**config.mk**
```make
export PLATFORM = sky130hd
export DESIGN_NAME = uart_bus_master_flat
export DESIGN_NICKNAME = d
export VERILOG_FILES = /design/src/rtl/uart_bus_pkg.sv /design/src/rtl/uart_bus_master_if.sv /design/src/rtl/uart_bus_timeout.sv /design/src/rtl/uart_bus_master.sv /design/src/flat_wrapper.sv
export SDC_FILE = /design/constraint.sdc
export NUM_CORES = 1
export LEC_CHECK = 0
export ABC_AREA = 1
export CAP_MARGIN = 5
export CORE_UTILIZATION = 40
export DETAILED_ROUTE_END_ITERATION = 8
export GPL_ROUTABILITY_DRIVEN = 0
export PLACE_DENSITY_LB_ADDON = 0.25
export SETUP_SLACK_MARGIN = 0.2
export SYNTH_ARGS = -nofsm -noshare
export SYNTH_HDL_FRONTEND = slang
export SYNTH_HIERARCHICAL = 1
export SYNTH_SLANG_ARGS = --single-unit
```
**constraint.sdc**
```tcl
create_clock -name clk -period 8.3 [get_ports clk]
set_clock_uncertainty 0.15 [all_clocks]
set_input_delay 0.83 -clock clk [delete_from_list [all_inputs] [get_ports clk]]
set_output_delay 0.83 -clock clk [all_outputs]
set_load 0.02 [all_outputs]
```
**src/rtl/uart_bus_pkg.sv**
```systemverilog
// Shared constants and state encoding for the UART-to-bus debug bridge.
package uart_bus_pkg;

    localparam logic [7:0] OP_WR  = 8'h57;
    localparam logic [7:0] OP_RD  = 8'h52;
    localparam logic [7:0] RSP_OK  = 8'h4B;
    localparam logic [7:0] RSP_ERR = 8'h3F;

    typedef enum logic [2:0] {
        IDLE,
        ADDR,
        DATA,
        REQ,
        ACCESS,
        RESP
    } state_t;

endpackage

```
**src/rtl/uart_bus_master_if.sv**
```systemverilog
// Bus-side signals of the bridge: arbitration handshake plus single-word strobed access.
interface uart_bus_master_if;

    logic        bus_req;
    logic        bus_gnt;
    logic        rd;
    logic        wr;
    logic [31:0] addr;
    logic [31:0] wdata;
    logic [31:0] rdata;

    modport master (
        output bus_req, rd, wr, addr, wdata,
        input  bus_gnt, rdata
    );

    modport slave (
        input  bus_req, rd, wr, addr, wdata,
        output bus_gnt, rdata
    );

endinterface

```
**src/rtl/uart_bus_timeout.sv**
```systemverilog
// Inter-byte timeout counter: counts while enabled, flags expiry on its last cycle.
module uart_bus_timeout #(
    parameter int TIMEOUT_CYCLES = 1000000,
    parameter int CNT_W          = 20
) (
    input  logic clk,
    input  logic reset,
    input  logic clear,
    input  logic enable,
    output logic expire
);

    localparam logic [CNT_W-1:0] LAST = CNT_W'(TIMEOUT_CYCLES - 1);

    logic [CNT_W-1:0] count;

    // Saturates at LAST so a held enable cannot wrap into a false restart.
    always_ff @(posedge clk or posedge reset) begin
        if (reset) begin
            count <= '0;
        end else if (clear) begin
            count <= '0;
        end else if (enable && !expire) begin
            count <= count + 1'b1;
        end
    end

    assign expire = enable && (count == LAST);

endmodule

```
**src/rtl/uart_bus_master.sv**
```systemverilog
// UART command-frame to single-word bus access bridge; second bus initiator beside the CPU.
module uart_bus_master
    import uart_bus_pkg::*;
#(
    parameter int TIMEOUT_CYCLES = 1000000,
    parameter int CNT_W          = 20
) (
    input  logic               clk,
    input  logic               reset,
    input  logic               rx_valid,
    input  logic [7:0]         rx_byte,
    output logic               tx_valid,
    output logic [7:0]         tx_byte,
    input  logic               tx_ready,
    uart_bus_master_if.master  bus,
    output logic               busy
);

    state_t      state;
    state_t      next_state;
    logic [1:0]  byte_cnt;
    logic [1:0]  rd_left;
    logic        is_write;
    logic [31:0] addr_sr;
    logic [31:0] wdata_sr;
    logic [31:0] rd_sr;
    logic [7:0]  tx_byte_q;
    logic        expire;
    logic        timeout_enable;
    logic        timeout_clear;
    logic        tx_fire;
    logic        valid_op;

    assign timeout_enable = (state == ADDR) || (state == DATA);
    assign timeout_clear  = rx_valid || !timeout_enable;
    assign tx_fire        = (state == RESP) && tx_ready;
    assign valid_op       = (rx_byte == OP_WR) || (rx_byte == OP_RD);

    uart_bus_timeout #(
        .TIMEOUT_CYCLES (TIMEOUT_CYCLES),
        .CNT_W          (CNT_W)
    ) u_timeout (
        .clk    (clk),
        .reset  (reset),
        .clear  (timeout_clear),
        .enable (timeout_enable),
        .expire (expire)
    );

    always_ff @(posedge clk or posedge reset) begin
        if (reset) begin
            state <= IDLE;
        end else begin
            state <= next_state;
        end
    end

    // A received byte always beats a timeout expiring in the same cycle.
    always_comb begin
        next_state = state;
        bus.bus_req = 1'b0;
        bus.rd      = 1'b0;
        bus.wr      = 1'b0;
        tx_valid    = 1'b0;
        busy        = 1'b1;
        case (state)
            IDLE: begin
                busy = 1'b0;
                if (rx_valid) begin
                    next_state = valid_op ? ADDR : RESP;
                end
            end
            ADDR: begin
                if (rx_valid) begin
                    if (byte_cnt == 2'd3) begin
                        next_state = is_write ? DATA : REQ;
                    end
                end else if (expire) begin
                    next_state = IDLE;
                end
            end
            DATA: begin
                if (rx_valid) begin
                    if (byte_cnt == 2'd3) begin
                        next_state = REQ;
                    end
                end else if (expire) begin
                    next_state = IDLE;
                end
            end
            REQ: begin
                bus.bus_req = 1'b1;
                if (bus.bus_gnt) begin
                    next_state = ACCESS;
                end
            end
            ACCESS: begin
                bus.bus_req = 1'b1;
                bus.rd      = !is_write;
                bus.wr      = is_write;
                next_state  = RESP;
            end
            RESP: begin
                tx_valid = 1'b1;
                if (tx_fire && (rd_left == 2'd0)) begin
                    next_state = IDLE;
                end
            end
            default: begin
                next_state = IDLE;
            end
        endcase
    end

    // Frame assembly, read capture and response sequencing.
    always_ff @(posedge clk or posedge reset) begin
        if (reset) begin
            byte_cnt  <= 2'd0;
            rd_left   <= 2'd0;
            is_write  <= 1'b0;
            addr_sr   <= 32'd0;
            wdata_sr  <= 32'd0;
            rd_sr     <= 32'd0;
            tx_byte_q <= 8'd0;
        end else begin
            case (state)
                IDLE: begin
                    if (rx_valid) begin
                        is_write <= (rx_byte == OP_WR);
                        byte_cnt <= 2'd0;
                        if (!valid_op) begin
                            tx_byte_q <= RSP_ERR;
                            rd_left   <= 2'd0;
                        end
                    end
                end
                ADDR: begin
                    if (rx_valid) begin
                        addr_sr  <= {addr_sr[23:0], rx_byte};
                        byte_cnt <= byte_cnt + 2'd1;
                    end else if (expire) begin
                        byte_cnt <= 2'd0;
                    end
                end
                DATA: begin
                    if (rx_valid) begin
                        wdata_sr <= {wdata_sr[23:0], rx_byte};
                        byte_cnt <= byte_cnt + 2'd1;
                    end else if (expire) begin
                        byte_cnt <= 2'd0;
                    end
                end
                ACCESS: begin
                    if (is_write) begin
                        tx_byte_q <= RSP_OK;
                        rd_left   <= 2'd0;
                    end else begin
                        rd_sr     <= bus.rdata;
                        tx_byte_q <= bus.rdata[31:24];
                        rd_left   <= 2'd3;
                    end
                end
                RESP: begin
                    if (tx_fire && (rd_left != 2'd0)) begin
                        tx_byte_q <= rd_sr[23:16];
                        rd_sr     <= {rd_sr[23:0], 8'h00};
                        rd_left   <= rd_left - 2'd1;
                    end
                end
                default: begin
                end
            endcase
        end
    end

    assign bus.addr  = {addr_sr[31:2], 2'b00};
    assign bus.wdata = wdata_sr;
    assign tx_byte   = tx_byte_q;

endmodule

```
**src/flat_wrapper.sv**
```systemverilog
// flat-port wrapper written by rule: the top's interface ports become plain ports
module uart_bus_master_flat import uart_bus_pkg::*;
#(
    parameter int TIMEOUT_CYCLES = 1000000,
    parameter int CNT_W          = 20
)
  (clk, reset, rx_valid, rx_byte, tx_valid, tx_byte, tx_ready, busy, bus_bus_req, bus_rd, bus_wr, bus_addr, bus_wdata, bus_bus_gnt, bus_rdata);
  uart_bus_master_if bus_i ();
  input  logic clk;
  input  logic reset;
  input  logic rx_valid;
  input  logic [7:0] rx_byte;
  output logic tx_valid;
  output logic [7:0] tx_byte;
  input  logic tx_ready;
  output logic busy;
  output wire logic [$bits(bus_i.bus_req)-1:0] bus_bus_req;
  output wire logic [$bits(bus_i.rd)-1:0] bus_rd;
  output wire logic [$bits(bus_i.wr)-1:0] bus_wr;
  output wire logic [$bits(bus_i.addr)-1:0] bus_addr;
  output wire logic [$bits(bus_i.wdata)-1:0] bus_wdata;
  input wire logic [$bits(bus_i.bus_gnt)-1:0] bus_bus_gnt;
  input wire logic [$bits(bus_i.rdata)-1:0] bus_rdata;
  assign bus_bus_req = bus_i.bus_req;
  assign bus_rd = bus_i.rd;
  assign bus_wr = bus_i.wr;
  assign bus_addr = bus_i.addr;
  assign bus_wdata = bus_i.wdata;
  assign bus_i.bus_gnt = bus_bus_gnt;
  assign bus_i.rdata = bus_rdata;
  uart_bus_master #(.TIMEOUT_CYCLES(TIMEOUT_CYCLES), .CNT_W(CNT_W)) u_core (.clk(clk), .reset(reset), .rx_valid(rx_valid), .rx_byte(rx_byte), .tx_valid(tx_valid), .tx_byte(tx_byte), .tx_ready(tx_ready), .bus(bus_i), .busy(busy));
endmodule
```
==> flow_summary.ini <==
[min_path]
hold_start = u_core/rd_left[1]$_DFFE_PP0P_
hp-class = reg2reg
hold_path_end = u_core/rd_left[1]$_DFFE_PP0P_
hold_path_depth = 2

[clock_tree]
cts_buffers = 17
clk_latency_ns = 0.41
htree_num_levels = 4
cts-root-buf = clkbuf_16
post_cts_resized = 0
clkTransAtPathRegs_ns = 0.06
cts_setup_buffers = 0
tritoncts = yes
clockBufferDepth = 2
cts_sinks = 124
hold_buffers = 0

[placement]
portBuffers = 119
place_area_um2 = 7250
dp.cells = 1002
dp.final_hpwl_mm = 9.09

[synth]
syn_inst = 755
ys.warnings.count = 6
avgSynthCellArea_um2 = 8.20
ys_ff_latch = 124
yosysUniqueCellTypes = 32
synthesis.area_um2 = 6190
yosysSeqAreaShare = 0.501

[detailed_routing]
dr.first_iter.drc_count = 258
ant_nets = 0
drt_wl_total_mm = 13.1
viasPerCell = 4.77
drcViolationCount = 0
post_drt_wl_per_cell_um = 12.7
drt_pass1_iterations = 5
vias = 4929

[sta]
drv_slew = 0
tns_ns = 0
setup_viol = 0
fmax_ghz = 0.289
rsz0062_at_grt = no
period_needed_ns = 3.46
tightest_slew_ns = 1.13
whs_ns = 0.328
hold_viol = 0
max_slew_margin = 0.247
fin_crit_sh = 0.417

[global_routing]
grt_max_degree = 58
grt_pass1_wl_mm = 22.1
antenna_found_initial = 0
grtUsageTotal = 0.174
overflow = 0
grt_pass1_vias = 4538

[floorplan]
die_y_um = 126
io-pin-count = 122
core_um2 = 15100
die_area_um2 = 16000
fp.dieW_um = 126
initial_core_util = 0.409
rows = 45

[finish]
area_growth_pct = 26.3
fillCellCount = 1428
fin_util = 0.516
fin_area_um2 = 7820
finalNonFillerCells = 1034
nNetsFinal = 881
drive_gt1_frac = 0.0863
antenna_cells = 0

[setup_path]
reg2reg_from = u_core/state[0]$_DFFE_PP0P_
endpoint_kind = primary output
rr_worst_depth = 9
critPathLaunchType = flip-flop
reg2reg_to = u_core/u_timeout/count[9]$_DFFE_PP0P_
worstPathArrival_ns = 2.48
r2r_slack_ns = 5.44
crit_type = reg2out
critPathMaxFanout = 40
crit_required_ns = 7.32

[pwr]
p_per_area_nw_per_um2 = 373
p_leak_nw = 3.74
max-vdd-ir-drop_mv = 0.171

[status]
status = complete, no violations

[run]
maxCapViolations = 0
==> logic make-up after synthesis <==
kind of cell	count (synthesis)	synth area share
AO/OA/AOI/OAI	111	0.0915
AND/OR/NAND/NOR	346	0.243
XOR/XNOR	11	0.0156
adder cells (fa/ha/maj)	3	0.00606
other	1	0.000606
multiplexers	16	0.0291
buffers and inverters	143	0.113
flip-flops	124	0.501
==> flip-flops by register name (all words and copies together) (netlist names) <==
| register | flops |
|---|---|
| u_core/tx_byte | 8 |
| u_core/bus.wdata | 32 |
| u_core/state | 3 |
| u_core/is_write | 1 |
| u_core/addr_sr | 32 |
| u_core/byte_cnt | 2 |
| u_core/rd_sr | 24 |
| u_core/u_timeout/count | 20 |
| u_core/rd_left | 2 |
==> layout by cell type (no fill, tap or decap), types with 2 or more instances in the layout <==
| cell | count |
|---|---|
| nand3_1 | 37 |
| dfrtp_1 | 124 |
| xnor2_1 | 2 |
| clkdlybuf4s50_1 | 119 |
| nand2_1 | 193 |
| conb_1 | 2 |
| mux2_2 | 16 |
| clkinv_4 | 3 |
| clkinv_1 | 2 |
| nand2_4 | 2 |
| nand3_2 | 3 |
| a21oi_1 | 23 |
| nor2_4 | 3 |
| bufinv_16 | 2 |
| clkbuf_16 | 17 |
| nor2_1 | 77 |
| nand4_1 | 19 |
| inv_2 | 2 |
| o21ai_0 | 82 |
| clkinv_2 | 7 |
| or2_2 | 5 |
| xor2_1 | 9 |
| inv_1 | 76 |
| inv_6 | 2 |
| o21ai_1 | 2 |
| o21bai_1 | 2 |
| nand2_2 | 4 |
| ha_1 | 3 |
==> power breakdown <==
part	internal [mW]	switching [mW]
sequential	0.843	0.149
clock	0.440	0.271
combinational	0.509	0.702
total	1.79	1.12
==> through the flow <==
stage | setup WS, ns | total power, mW
finish | 4.84 | 2.91
global route | 4.61 | 3.12
CTS | 4.79 | 2.95
detailed placement | 4.97 | 2.22
global placement | 5.10 | 2.20
floorplan | 4.59 | 1.84
==> routing by layer <==
| metal | wire, um | track usage |
|---|---|---|
| met4 | 132 | 0.0680 |
| met1 | 6390 | 0.236 |
| met3 | 637 | 0.0477 |
| met2 | 5950 | 0.266 |
| met5 | 0 | 0 |
==> critical path, stage by stage (launching register included) <==
cell,delay (ns)
dfrtp_1,0.53
nand3_2,0.59
inv_1,0.30
clkdlybuf4s50_1,0.64
==> cells in the mapped netlist, drive strengths merged <==
master | instances | share of area
mux2 | 16 | 0.029
inv | 79 | 0.048
o31ai | 1 | 0.0012
nand2 | 200 | 0.13
nand4 | 19 | 0.019
xnor2 | 2 | 0.0028
buf | 54 | 0.059
clkinv | 2 | 0.0012
o21ai | 84 | 0.068
a21oi | 24 | 0.020
dfrtp | 124 | 0.50
nand3 | 40 | 0.034
nor3 | 1 | 0.0016
o21bai | 2 | 0.0024
nor2 | 81 | 0.055
clkbuf | 8 | 0.0053
ha | 3 | 0.0061
or2 | 5 | 0.0051
xor2 | 9 | 0.013
conb | 1 | 0.00061
==> final cells by class <==
cell class              count  area (um2)  area share
well taps                 188         235      0.0301
multi-input cells         489        2400       0.308
inverters                  81         307      0.0392
flip-flops and latches    124        3100       0.397
clock inverters            15         146      0.0187
clock buffers              17         425      0.0544
repair buffers            120        1200       0.153
==> worst max-delay path by stage <==
stage	start	to	slack (ns)	depth (start not counted)
detailed placement	rx_valid	u_core/u_timeout/count[0]$_DFFE_PP0P_	4.97	6
floorplan	reset	u_core/addr_sr[0]$_DFFE_PP0N_	4.59	1
global placement	rx_valid	u_core/u_timeout/count[0]$_DFFE_PP0P_	5.10	6
CTS	u_core/state[2]$_DFFE_PP0P_	tx_valid	4.79	3
global route	u_core/state[0]$_DFFE_PP0P_	tx_valid	4.61	3
finish	u_core/state[0]$_DFFE_PP0P_	tx_valid	4.84	3
Power figures use the tool's default switching activity.
